==> config.mk <==
export PLATFORM = sky130hd
export DESIGN_NAME = matvec_mac_sequencer
export DESIGN_NICKNAME = d
export VERILOG_FILES = /design/src/rtl/matvec_mac_sequencer.sv
export SDC_FILE = /design/constraint.sdc
export NUM_CORES = 2
export LEC_CHECK = 0
export ABC_CLOCK_PERIOD_IN_PS = 9350
export CELL_PAD_IN_SITES_DETAIL_PLACEMENT = 0
export CELL_PAD_IN_SITES_GLOBAL_PLACEMENT = 1
export CORE_MARGIN = 2
export CORE_UTILIZATION = 40
export DETAILED_ROUTE_END_ITERATION = 16
export PLACE_DENSITY = 0.67
export SETUP_SLACK_MARGIN = 0.4
export SLEW_MARGIN = 25
export SYNTH_ARGS = -nofsm -noshare
export SYNTH_HDL_FRONTEND = slang
export SYNTH_SLANG_ARGS = --single-unit
==> constraint.sdc <==
create_clock -name clk -period 9.35 [get_ports clk]
set_input_delay 2.805 -clock clk [delete_from_list [all_inputs] [get_ports clk]]
set_output_delay 2.805 -clock clk [all_outputs]
set_load 0.01 [all_outputs]
==> src/rtl/matvec_mac_sequencer.sv <==
// Streams a vector, then a matrix column by column, through one shared 32x32 multiplier
// and accumulator. Define MATVEC_BIAS_EN to add a per-column bias word (LOAD_BIAS state).
module matvec_mac_sequencer #(
    parameter int VEC_LEN = 3,
    parameter int OUT_LEN = 5
) (
    input  logic                       clk,
    input  logic                       rst,
    input  logic                       start,
    output logic                       busy,
    input  logic                       in_valid,
    output logic                       in_ready,
    input  logic signed [31:0]         in_data,
    output logic                       out_valid,
    input  logic                       out_ready,
    output logic signed [31:0]         out_data,
    output logic [$clog2(OUT_LEN)-1:0] out_idx,
    output logic                       done
);
    localparam int ROW_W = (VEC_LEN > 1) ? $clog2(VEC_LEN) : 1;
    localparam int COL_W = $clog2(OUT_LEN);
    localparam logic [ROW_W-1:0] LAST_ROW = ROW_W'(VEC_LEN - 1);
    localparam logic [COL_W-1:0] LAST_COL = COL_W'(OUT_LEN - 1);

`ifdef MATVEC_BIAS_EN
    typedef enum logic [2:0] {IDLE, LOAD_VEC, LOAD_BIAS, ACC, EMIT} state_t;
    localparam state_t COL_START = LOAD_BIAS;
`else
    typedef enum logic [2:0] {IDLE, LOAD_VEC, ACC, EMIT} state_t;
    localparam state_t COL_START = ACC;
`endif

    state_t                   r_state;
    state_t                   w_state_nxt;
    logic signed [31:0]       r_vec [VEC_LEN];
    logic signed [31:0]       r_acc;
    logic [ROW_W-1:0]         r_row;
    logic [COL_W-1:0]         r_col;
    logic                     r_done;
    logic                     w_in_fire;
    logic                     w_last_row;

    function automatic logic signed [31:0] mul_lo32(input logic signed [31:0] a,
                                                    input logic signed [31:0] b);
        logic signed [63:0] p;
        p = a * b;
        return p[31:0];
    endfunction

    function automatic logic signed [31:0] add_wrap(input logic signed [31:0] a,
                                                    input logic signed [31:0] b);
        return a + b;
    endfunction

    assign w_in_fire  = in_valid && in_ready;
    assign w_last_row = (r_row == LAST_ROW);

    always_ff @(posedge clk or posedge rst) begin
        if (rst) begin
            r_state <= IDLE;
        end else begin
            r_state <= w_state_nxt;
        end
    end

    always_comb begin
        w_state_nxt = r_state;
        in_ready    = 1'b0;
        out_valid   = 1'b0;
        busy        = 1'b1;
        case (r_state)
            IDLE: begin
                busy = 1'b0;
                if (start) w_state_nxt = LOAD_VEC;
            end
            LOAD_VEC: begin
                in_ready = 1'b1;
                if (w_in_fire && w_last_row) w_state_nxt = COL_START;
            end
`ifdef MATVEC_BIAS_EN
            LOAD_BIAS: begin
                in_ready = 1'b1;
                if (w_in_fire) w_state_nxt = ACC;
            end
`endif
            ACC: begin
                in_ready = 1'b1;
                if (w_in_fire && w_last_row) w_state_nxt = EMIT;
            end
            EMIT: begin
                out_valid = 1'b1;
                if (out_ready) w_state_nxt = (r_col == LAST_COL) ? IDLE : COL_START;
            end
            default: begin
                busy        = 1'b0;
                w_state_nxt = IDLE;
            end
        endcase
    end

    always_ff @(posedge clk or posedge rst) begin
        if (rst) begin
            r_acc  <= '0;
            r_row  <= '0;
            r_col  <= '0;
            r_done <= 1'b0;
            for (int i = 0; i < VEC_LEN; i++) r_vec[i] <= '0;
        end else begin
            r_done <= (r_state == EMIT) && out_ready && (r_col == LAST_COL);
            case (r_state)
                IDLE: begin
                    if (start) begin
                        r_row <= '0;
                        r_col <= '0;
                    end
                end
                LOAD_VEC: begin
                    if (w_in_fire) begin
                        r_vec[r_row] <= in_data;
                        r_row        <= w_last_row ? '0 : r_row + 1'b1;
`ifndef MATVEC_BIAS_EN
                        if (w_last_row) r_acc <= '0;
`endif
                    end
                end
`ifdef MATVEC_BIAS_EN
                LOAD_BIAS: begin
                    if (w_in_fire) r_acc <= in_data;
                end
`endif
                ACC: begin
                    if (w_in_fire) begin
                        r_acc <= add_wrap(r_acc, mul_lo32(in_data, r_vec[r_row]));
                        r_row <= w_last_row ? '0 : r_row + 1'b1;
                    end
                end
                EMIT: begin
                    // out_data is the accumulator itself, so it only moves after the handshake
                    if (out_ready) begin
                        r_col <= (r_col == LAST_COL) ? '0 : r_col + 1'b1;
`ifndef MATVEC_BIAS_EN
                        r_acc <= '0;
`endif
                    end
                end
                default: ;
            endcase
        end
    end

    assign out_data = r_acc;
    assign out_idx  = r_col;
    assign done     = r_done;
endmodule

==> Word level (Yosys, flattened, before mapping) <==
Index checks and enable logic that the tools add are counted.
{ "op_classes": {"addsub": 3, "multipliers": 1, "order_cmp": 2, "eq_ne": 13, "muxes": 28, "n_bitwise": 1, "reduce_logical": 16} }
{ "ops": {"columns": ["cell", "count"], "rows": [
  ["two-way mux 32 bit", 7],
  ["bitwise mux 96 bit", 1],
  ["one-hot mux 32 bit (3 select lines)", 1],
  ["binary-select mux 32 bit (select 2 bit)", 1],
  ["demux 32 bit (select 2 bit)", 1],
  ["adder 32 bit", 1],
  ["multiplier 32 x 32 -> 32 bit", 1],
  ["two-way mux 3 bit", 7],
  ["!= test 2 bit (second input constant)", 7],
  ["one-hot mux 3 bit (4 select lines)", 1],
  ["two-way mux 2 bit", 4],
  ["equality test 3 x 2 -> 1 bit (second input constant)", 2],
  ["one-hot mux 3 bit (2 select lines)", 1],
  ["AND reduction 3 bit", 2],
  ["logical AND 1 bit", 5],
  ["AND reduction 5 bit", 1],
  ["one-hot mux 2 bit (2 select lines)", 1],
  ["AND reduction 4 bit", 1],
  ["nonzero test 2 bit", 2],
  ["adder 3 x 1 -> 3 bit (second input constant)", 1],
  ["equality test 3 x 1 -> 1 bit (second input constant)", 1],
  ["equality test 3 bit (second input constant)", 1],
  ["greater-or-equal comparator 3 bit (second input constant)", 1],
  ["logical NOT 3 bit", 1],
  ["other kinds (10)", 12]
]} }
{ "totals": {"regBits": 137, "input_bits": 37, "out_inout_bits": 39, "elab_cells": 72} }

==> Longest topological paths before layout <==
{ "depth": {"depth_word": 8, "depth_mapped": 33, "depth_no_buf": 27} }

==> Worst setup path before layout <==
OpenSTA, ideal clock, no wires.
{ "synth_path": {"kind": "input to register", "start": "input in_data[15]", "end": "register r_acc[29], in the netlist out_data[29]", "setup_ps": 101, "arrival_ps": 9327, "required_time_ps": 9249, "path_slack_ps": -78, "cell_stages": 25, "path_buffers": 2, "cell_sequence": "clkbuf_1 clkbuf_1 and2_1 fa_1 fa_1 fa_1 inv_1 fa_1 inv_1 fa_1 fa_1 fa_1 inv_1 fa_1 inv_1 ha_1 a21o_1 a21oi_1 nand2_1 o32ai_1 a21oi_1 o21a_1 o211a_1 o21a_1 o32ai_1"} }
{ "synth_between": {"elab_chain_len": 4} }
{ "synth_lines": {"columns": ["element", "line", "rtl"], "rows": [
  ["start, declared", "13", "input logic signed [31:0] in_data,"],
  ["multiplier 32 x 32 -> 32 bit", "46", "p = a * b;"],
  ["adder 32 bit", "52", "return a + b;"],
  ["two-way mux 32 bit", "132", "if (w_in_fire) begin"],
  ["one-hot mux 32 bit (3 select lines)", "110", "case (r_state)"],
  ["end signal, assigned", "133", "r_acc <= add_wrap(r_acc, mul_lo32(in_data, r_vec[r_row]));"],
  ["end, declared", "36", "logic signed [31:0] r_acc;"]
]} }
No other way between the ends. The select of a mux whose other input is x is not followed.
A chain may end at the register's enable or synchronous reset.

==> Final worst setup path <==
{ "layout_path": {"start": "input in_data[21]", "end": "register r_acc[29], in the netlist out_data[29]"} }
Same word-level chain as after synthesis.

==> results_dict.tcl <==
set metrics [dict create \
    status "complete, no violations" \
    crit_family "adder cells" \
    vias_per_cell 5.04 \
    timing.slew.headroom_pct 22.5 \
    synth.area.mux_share_pct 5.68 \
    syn_area_um2 23300 \
    critPathCaptureType "flip-flop" \
    critPathMaxStageDelay_ps 560 \
    synth_area_leader_cell "fa_1" \
    first_iter_violations 901 \
    grt_usage_pct 25.1 \
    wire_per_inst_um 21.7 \
    setup_viol 0 \
    dpl_cell_area_um2 26400 \
    core_um2 57600 \
    hold_viol 0 \
    htreeDepth 4 \
    ys.flop_type "dfrtp_1" \
    setup-tns-final_ps 0 \
    grt_pass1_vias 18500 \
    period_share_pct 95.0 \
    cts_sinks 136 \
    initial_core_util_pct 40.5 \
    grt_overflow 0 \
    layout.nets 3226 \
    synth_xor_area_share_pct 3.37 \
    gp_congestion 0.891 \
    ios 76 \
    place_hpwl_mm 55.6 \
    syn_nets 3033 \
    vias 17000 \
    final_area_um2 28000 \
    clk_path_buf_depth 2 \
    synth_compound_area_share_pct 4.76 \
    ant_nets 0 \
    drc 0 \
    grt_max_degree 83 \
    hold_path.class "flip-flop to flip-flop" \
    antenna_found_initial 3 \
    insertedDiodeCount 0 \
    clock-root-buffer "clkbuf_16" \
    worstPathCellList "dlygate4sd2_1 -> buf_12 -> and2_1 -> fa_1 -> inv_1 -> fa_1 -> fa_2 -> fa_1 -> inv_1 -> fa_1 -> fa_1 -> fa_1 -> inv_1 -> fa_1 -> inv_1 -> ha_4 -> nor2_1 -> nand2_2 -> o32ai_4 -> a21oi_2 -> o21a_1 -> o211a_1 -> o21a_1 -> o32ai_2" \
    yosysTopAreaCellShare_pct 37.6 \
    critPathArrivalTime_ps 9240 \
    clk_pin_slew_ps 80 \
    grt_pass1_wl_mm 112 \
    avgSynthCellArea_um2 9.71 \
    area_delta_synth_final_pct 20.1 \
    tightest_slew_ps 1150 \
    crit_required_ps 9710 \
    synthArstFlopShare_pct 100 \
    finClkSkew_ps 17.4 \
    worst-setup-path-type "primary input to flip-flop" \
    startpoint_type "primary input" \
    synth-seq-area-share_pct 14.6 \
    yosys.area_share.simple_pct 14.5 \
    cts_tree "done" \
    path_depth 24 \
    ys_ff_latch 136 \
    holdPathStages 2 \
    critical_path.slowest_cell "fa_1" \
    ctsHoldBuffers 0 \
    layout-drive-gt1-share_pct 20.2 \
    die_area_um2 60200 \
    rsz0062_at_grt "true" \
    crit_fanout 14 \
    io_buffers 75 \
    synth_top_family_by_area "adder cells" \
    syn_inst 2400 \
    period_minus_slack_ps 8880 \
    yosysWarnings 0 \
    ys_types 62 \
    layout_commonest_cell "inv_1" \
    path_common_cell "fa_1" \
    mostFrequentLayoutCells "inv_1 (511), fa_1 (410), and2_1 (297)" \
    die_h_um 245 \
    synth-edff-count 0 \
    critical_path_buf_inv_count 6 \
    yosys-top-cells-area "fa_1 (38%), dfrtp_1 (15%), inv_1 (8.7%)" \
    cts_made_buffers 17 \
    maxCapViolCount 0 \
    reg2reg_slack_ps 850 \
    slew_viol_final 0 \
    drt_wl_total_mm 73.3 \
    die_w_um 245 \
    fmax_mhz 113 \
    row_count 88 \
    clock_latency_ps 450 \
    dr.pass1.iters 5 \
    synthAdderAreaFrac_pct 46.1 \
    reg2regPathDepth 27 \
]
-- area by class of cell --
class                      count  area, um^2
clock buffer                  17         425
clock inverter                14         144
fill                        5368       29600
inverter                     539        2030
multi-input combinational   1602       17900
sequential                   136        3410
tap                          765         957
timing repair buffer         297        3090
-- cells by family after synthesis --
logic type	Yosys count
AO/OA/AOI/OAI	157
XOR/XNOR	77
adder cells (fa/ha/maj)	596
buffers and inverters	662
flip-flops	136
multiplexers	121
AND/OR/NAND/NOR	651
-- cells in the mapped netlist (3+ instances only) --
cell type,count
a211oi_1,4
a21boi_0,3
a21o_1,12
a21oi_1,21
a22o_1,3
and2_1,318
and3_1,3
buf_1,5
buf_12,3
buf_2,6
clkbuf_1,106
dfrtp_1,136
fa_1,438
ha_1,158
inv_1,539
mux2_2,89
mux2i_1,32
nand2_1,260
nand2b_1,5
nand3_1,11
nand3b_1,10
nand4_1,3
nor2_1,20
nor2b_1,4
nor3_1,8
o21a_1,7
o21ai_0,42
o21ai_1,5
o22ai_1,11
o2bb2ai_1,9
o2bb2ai_2,8
o31ai_1,3
o32ai_1,7
or3_1,4
xnor2_1,52
xnor3_1,7
xor2_1,16
-- repair_timing --
action / 4_1_cts / 5_1_grt
hold endpoints to repair: 0 / 0
setup endpoints to repair: 14 / 15
gates cloned: 7 / 4
setup buffers: 22 / 12
pin swaps: 87 / 110
resized for setup: 110 / 142
-- sequential cells by signal, indices dropped and copies added, names as in the netlist --
register and flops:
out_idx 3, r_row 2, r_vec 96, out_data 32, r_state 2, done 1
-- metrics by stage --
stage          hold slack [ps]  instances  setup slack (ps)  util (%)
2_1_floorplan              450       2400               364         -
3_3_place_gp               462       3294              -560      45.8
3_5_place_dp               472       3294              -588      45.8
4_1_cts                    486       3354               311      47.8
5_1_grt                    512       3370               227      48.6
6_report                   481       3370               471      48.6
-- worst paths after layout --
kind | endpoint | from
setup / recovery | out_data[29] | in_data[21]
hold / removal | r_vec[37] | r_vec[37]
setup reg to reg | out_data[31] | r_row[0]
hold reg to reg | r_vec[37] | r_vec[37]
max in group asynchronous | r_row[1] | rst
min in group asynchronous | r_state[0] | rst
-- metal layers --
layer	global-route usage [%]	up-vias	wire length, um
met1	34.4	8845	32900
met5	0	-	0
li1	-	7539	-
met2	41.8	451	34600
met4	8.03	0	2580
met3	2.60	135	3220
-- worst register-to-register path: stages, from the launching register on --
cell and delay, ps:
dfrtp_2 900, buf_12 270, mux2i_1 130, o2bb2ai_1 680
buf_4 380, nand2_1 130, fa_1 550, inv_1 60
fa_1 490, fa_1 490, inv_1 50, fa_1 520
inv_2 50, fa_1 510, fa_1 530, fa_1 540
inv_2 50, fa_1 540, inv_2 60, ha_4 210
a21o_1 160, a21o_1 170, a21o_1 180, a21oi_2 170
o21ai_1 90, buf_4 170, xnor2_2 140, o31ai_2 210
Power is not shown: default switching activity piles up to over one toggle a cycle in this logic, so the estimate is an artifact.
